`src/rtl/lsu_ctrl.sv`:
```
// Load/store bus responder: stalls the core across a req/ack data-memory transaction.
// Optional bus watchdog enabled by defining LSU_TIMEOUT_EN (limit set by TIMEOUT).
module lsu_ctrl #(
  parameter int unsigned TIMEOUT = 16
) (
  input  logic        clk,
  input  logic        rst,
  input  logic        load_en,
  input  logic        store_en,
  input  logic [2:0]  funct3,
  input  logic [31:0] addr,
  input  logic [31:0] wdata,
  output logic [31:0] rdata,
  output logic        stall,
  output logic        exc,
  output logic        mem_req,
  output logic        mem_we,
  output logic [31:0] mem_addr,
  output logic [3:0]  mem_be,
  output logic [31:0] mem_wdata,
  input  logic [31:0] mem_rdata,
  input  logic        mem_ack
);

  typedef enum logic [1:0] {
    IDLE = 2'd0,
    REQ  = 2'd1,
    DONE = 2'd2
  } state_t;

  state_t      state, state_nxt;
  logic [1:0]  addr_q;
  logic [2:0]  funct3_q;
  logic        to_flag;
  logic        to_hit;
  logic        legal_ld, legal_st, aligned;
  logic        valid, bad;
  logic [3:0]  be_nxt;
  logic [31:0] wdata_nxt;
  logic [31:0] ld_shift, ld_ext;

  always_comb begin
    legal_ld = 1'b0;
    legal_st = 1'b0;
    case (funct3)
      3'b000, 3'b001, 3'b010: begin legal_ld = 1'b1; legal_st = 1'b1; end
      3'b100, 3'b101:         legal_ld = 1'b1;
      default: ;
    endcase
  end

  always_comb begin
    aligned = 1'b1;
    case (funct3[1:0])
      2'b01:   aligned = ~addr[0];
      2'b10:   aligned = (addr[1:0] == 2'b00);
      default: aligned = 1'b1;
    endcase
  end

  // Both-enables-high fails the XOR and so lands in the exception path.
  assign valid = (state == IDLE) && (load_en ^ store_en) &&
                 (load_en ? legal_ld : legal_st) && aligned;
  assign bad   = (state == IDLE) && (load_en || store_en) && !valid;

  assign stall = !rst && (valid || state == REQ);
  assign exc   = !rst && (bad || (state == DONE && to_flag));

  always_comb begin
    be_nxt    = 4'b1111;
    wdata_nxt = wdata;
    if (store_en) begin
      case (funct3[1:0])
        2'b00: begin
          be_nxt    = 4'b0001 << addr[1:0];
          wdata_nxt = {4{wdata[7:0]}};
        end
        2'b01: begin
          be_nxt    = addr[1] ? 4'b1100 : 4'b0011;
          wdata_nxt = {2{wdata[15:0]}};
        end
        default: ;
      endcase
    end
  end

  always_comb begin
    ld_shift = mem_rdata >> {addr_q, 3'b000};
    case (funct3_q)
      3'b000:  ld_ext = {{24{ld_shift[7]}}, ld_shift[7:0]};
      3'b001:  ld_ext = {{16{ld_shift[15]}}, ld_shift[15:0]};
      3'b100:  ld_ext = {24'd0, ld_shift[7:0]};
      3'b101:  ld_ext = {16'd0, ld_shift[15:0]};
      default: ld_ext = ld_shift;
    endcase
  end

`ifdef LSU_TIMEOUT_EN
  localparam int unsigned CW = $clog2(TIMEOUT + 1);
  logic [CW-1:0] cnt;

  always_ff @(posedge clk) begin
    if (rst || valid) begin
      cnt <= '0;
    end else if (state == REQ && !mem_ack) begin
      cnt <= cnt + 1'b1;
    end
  end

  // Fires on the REQ cycle whose missing ack would bring the count to TIMEOUT.
  assign to_hit = (state == REQ) && !mem_ack && (cnt == CW'(TIMEOUT - 1));
`else
  assign to_hit = 1'b0;
`endif

  always_comb begin
    state_nxt = state;
    case (state)
      IDLE:    if (valid) state_nxt = REQ;
      REQ:     if (mem_ack || to_hit) state_nxt = DONE;
      DONE:    state_nxt = IDLE;
      default: state_nxt = IDLE;
    endcase
  end

  always_ff @(posedge clk) begin
    if (rst) begin
      state     <= IDLE;
      mem_req   <= 1'b0;
      mem_we    <= 1'b0;
      mem_be    <= '0;
      mem_addr  <= '0;
      mem_wdata <= '0;
      rdata     <= '0;
      addr_q    <= '0;
      funct3_q  <= '0;
      to_flag   <= 1'b0;
    end else begin
      state <= state_nxt;
      if (valid) begin
        mem_req   <= 1'b1;
        mem_we    <= store_en;
        mem_addr  <= {addr[31:2], 2'b00};
        mem_be    <= be_nxt;
        mem_wdata <= wdata_nxt;
        addr_q    <= addr[1:0];
        funct3_q  <= funct3;
        to_flag   <= 1'b0;
      end
      if (state == REQ) begin
        if (mem_ack) begin
          mem_req <= 1'b0;
          if (!mem_we) rdata <= ld_ext;
        end else if (to_hit) begin
          mem_req <= 1'b0;
          to_flag <= 1'b1;
          if (!mem_we) rdata <= '0;
        end
      end
    end
  end

endmodule

```
`config.mk`:
```
export PLATFORM = sky130hd
export DESIGN_NAME = lsu_ctrl
export DESIGN_NICKNAME = d
export VERILOG_FILES = /design/src/rtl/lsu_ctrl.sv
export SDC_FILE = /design/constraint.sdc
export NUM_CORES = 1
export LEC_CHECK = 0
export ABC_AREA = 1
export BUFFER_PORTS_ARGS = -buffer_cell sky130_fd_sc_hd__buf_2
export CORE_MARGIN = 2
export CORE_UTILIZATION = 49
export DETAILED_ROUTE_END_ITERATION = 7
export GPL_ROUTABILITY_DRIVEN = 0
export PLACE_DENSITY = 0.87
export SLEW_MARGIN = 20
export SYNTH_ARGS = -nofsm -noshare
export SYNTH_HDL_FRONTEND = slang
export SYNTH_SLANG_ARGS = --single-unit
```
`constraint.sdc`:
```
create_clock -name clk -period 2.7 [get_ports clk]
set_input_delay 0.54 -clock clk [delete_from_list [all_inputs] [get_ports clk]]
set_output_delay 0.54 -clock clk [all_outputs]
set_load 0.01 [all_outputs]
```
==> results.yml <==
flow_run:
  cap_violations: 0
worst_setup_path:
  cp_cell_sequence: "buf_2, inv_1, ha_1, nand3_2, inv_2, nor2_4, nor2_1, nor2_1, buf_2"
  worstPathMaxFanout: 8
  cp_slowest_cell: "ha_1"
  arrival_ns: 1.72
  required_ns: 2.16
  crit_buf_inv: 4
  critPathTopFamily: "buffers and inverters"
  worst-setup-path-type: "input port to primary output"
  cp-end-kind: "primary output"
  critPathLaunchType: "input port"
  critPathMaxStageDelay_ns: 0.30
clock_tree:
  cts_root_buffer: "clkbuf_8"
  cts_sinks: 107
  clockBufferDepth: 2
  ctsResizeCount: 0
  path_clk_slew_ns: 0.10
  numCtsBuffers: 9
  cts_tree: "done"
  post_cts_buffers: 0
  clk_latency_ns: 0.36
  holdBufCountCts: 0
  cts_max_level: 3
status:
  status: "completed"
timing:
  rsz0062_at_grt: "no"
  worst_pin_slew_ns: 0.654
  min_period_ns: 2.26
  fin_ws_ns: 0.436
  clock_skew_ns: 0.00746
  slew_violations: 0
  timing.fmax_ghz: 0.442
  hold_viol: 0
  slew_headroom: 0.563
  tns_ns: 0
  final.period_utilization: 0.839
  hold_slack_ns: 0.403
  setup_viol: 0
logic_synthesis:
  synthTopCellsByArea: "dfxtp_1, nand2_1, nor2_1"
  syn_area_um2: 5330
  synth_edf_count: 0
  synth_top_area_share: 0.402
  avgSynthCellArea_um2: 6.35
  netlist-cell-type-count: 24
  ys_seq_area_frac: 0.402
  synthFlopType: "dfxtp_1"
  syn_inst: 839
  synth-async-reset-ratio: 0
  yosysTopAreaCell: "dfxtp_1"
  yosysWarnings: 0
  synth-seq-cells: 107
detailed_routing:
  dr.pass1.iters: 5
  totalWireLength_um: 14700
  vias_per_cell: 4.98
  routedWlPerCell_um: 12.6
  dr_total_vias: 5797
  ant_nets: 0
  drtIter0Drc: 386
  drc: 0
die:
  num_rows: 38
  die_x_um: 108
  num_io_pins: 208
  die_y_um: 108
  initial_core_util: 0.496
  coreArea_um2: 10700
  dieArea_um2: 11700
pwr:
  power.share.switching: 0.299
  p_int_mw: 2.47
  switching_power_mw: 1.05
  ir_drop_mv: 0.303
  seq_power_share: 0.489
  leakage_nw: 3.49
  power_mw: 3.52
  p_per_area_nw_per_um2: 536
  p_clk_frac: 0.304
  pwr-share-comb: 0.207
finish:
  layout_common_cells: "nand2_1, buf_2, nor2_1"
  areaGrowthSynthToFinish_pct: 23.1
  fin_util: 0.611
  final_nets: 1128
  layout_commonest_cell: "nand2_1"
  drive_above_1_share: 0.243
global_route:
  met3_usage: 0.0494
  grt.met1_usage: 0.316
  use_met2: 0.407
  grt_pass1_vias: 5041
  grt.busiest_layer: "met2"
  antenna_found_initial: 1
  grt_pass1_wl_um: 23300
  grt_start_max_net_pins: 71
  grt_util_all_layers: 0.247
  grt_overflow: 0
place:
  hpwlAfterDp_um: 10700
  place_ws_ns: 0.424
  io_buffers: 205
worst_hold_path:
  min_path_type: "input port to flip-flop"
## worst register-to-register path, delay by kind of cell (launching register included)
family | cells | cell delay (ns)
compound gates | 1 | 0.22
buf+inv | 2 | 0.32
flops | 1 | 0.75
simple gates | 4 | 0.56
## cell type report
class	instances	area (um2)
Antenna cell	1	2.50
Clock buffer	11	131
Clock inverter	4	76.3
Fill cell	1067	4180
Inverter	74	278
Multi-Input combinational cell	609	2620
Sequential cell	107	2140
Tap cell	140	175
Timing Repair Buffer	219	1140
## power by group through the flow
stage	registers, mW	clock network [mW]	logic [mW]
2_1_floorplan	1.80	0	0.427
3_3_place_gp	1.76	0	0.713
3_5_place_dp	1.76	0	0.724
4_1_cts	1.72	1.08	0.726
5_1_grt	1.73	1.16	0.822
6_report	1.72	1.07	0.728
## path summary, 6_finish.rpt
kind | startpoint | to | slack (ns) | cells past startpoint
setup / recovery | funct3[1] | stall | 0.44 | 9
hold reg to reg | mem_wdata[26]$_SDFFE_PP0P_ | mem_wdata[26]$_SDFFE_PP0P_ | 0.47 | 2
setup reg to reg | addr_q[0]$_SDFFE_PP0P_ | rdata[26]$_SDFFE_PP0P_ | 0.74 | 7
hold / removal | addr[16] | mem_addr[16]$_SDFFE_PP0P_ | 0.40 | 3
## registers in the layout, summed over array words and instances, names as in the netlist
signal	flops
funct3_q	3
mem_addr	30
rdata	32
mem_we	1
state	2
mem_be	4
addr_q	2
mem_req	1
mem_wdata	32
## through the flow
stage          area, um2  cells
2_1_floorplan       5340    840
3_3_place_gp        6350   1149
4_1_cts             6560   1164
3_5_place_dp        6350   1149
5_1_grt             6570   1165
6_report            6570   1165
## kinds of logic (layout without fill, tap and decap cells)
family | after synthesis | in the layout | share of synthesized area
buf+inv | 124 | 308 | 0.109
fa+ha+maj | 4 | 4 | 0.00939
flops | 107 | 107 | 0.402
other cells | 1 | 3 | 0.000703
simple gates | 434 | 434 | 0.320
compound gates | 169 | 169 | 0.159
## per-layer routing
| layer | vias to the layer above | routed length [um] |
|---|---|---|
| met5 | - | 0 |
| met4 | 0 | 412 |
| met3 | 37 | 1200 |
| met2 | 235 | 6760 |
| met1 | 2552 | 6310 |
| li1 | 2973 | - |
## Yosys cell counts, types with 3 or more instances
master / n
inv_2: 3
buf_4: 5
nor2_2: 5
a21oi_1: 51
buf_2: 16
clkbuf_1: 15
nand3_2: 4
buf_1: 4
ha_1: 4
o21ai_0: 68
nand2_1: 235
buf_6: 10
o21ai_1: 49
inv_1: 70
dfxtp_1: 107
nand3_1: 12
nor2_1: 171
Power figures use the tool's default switching activity.
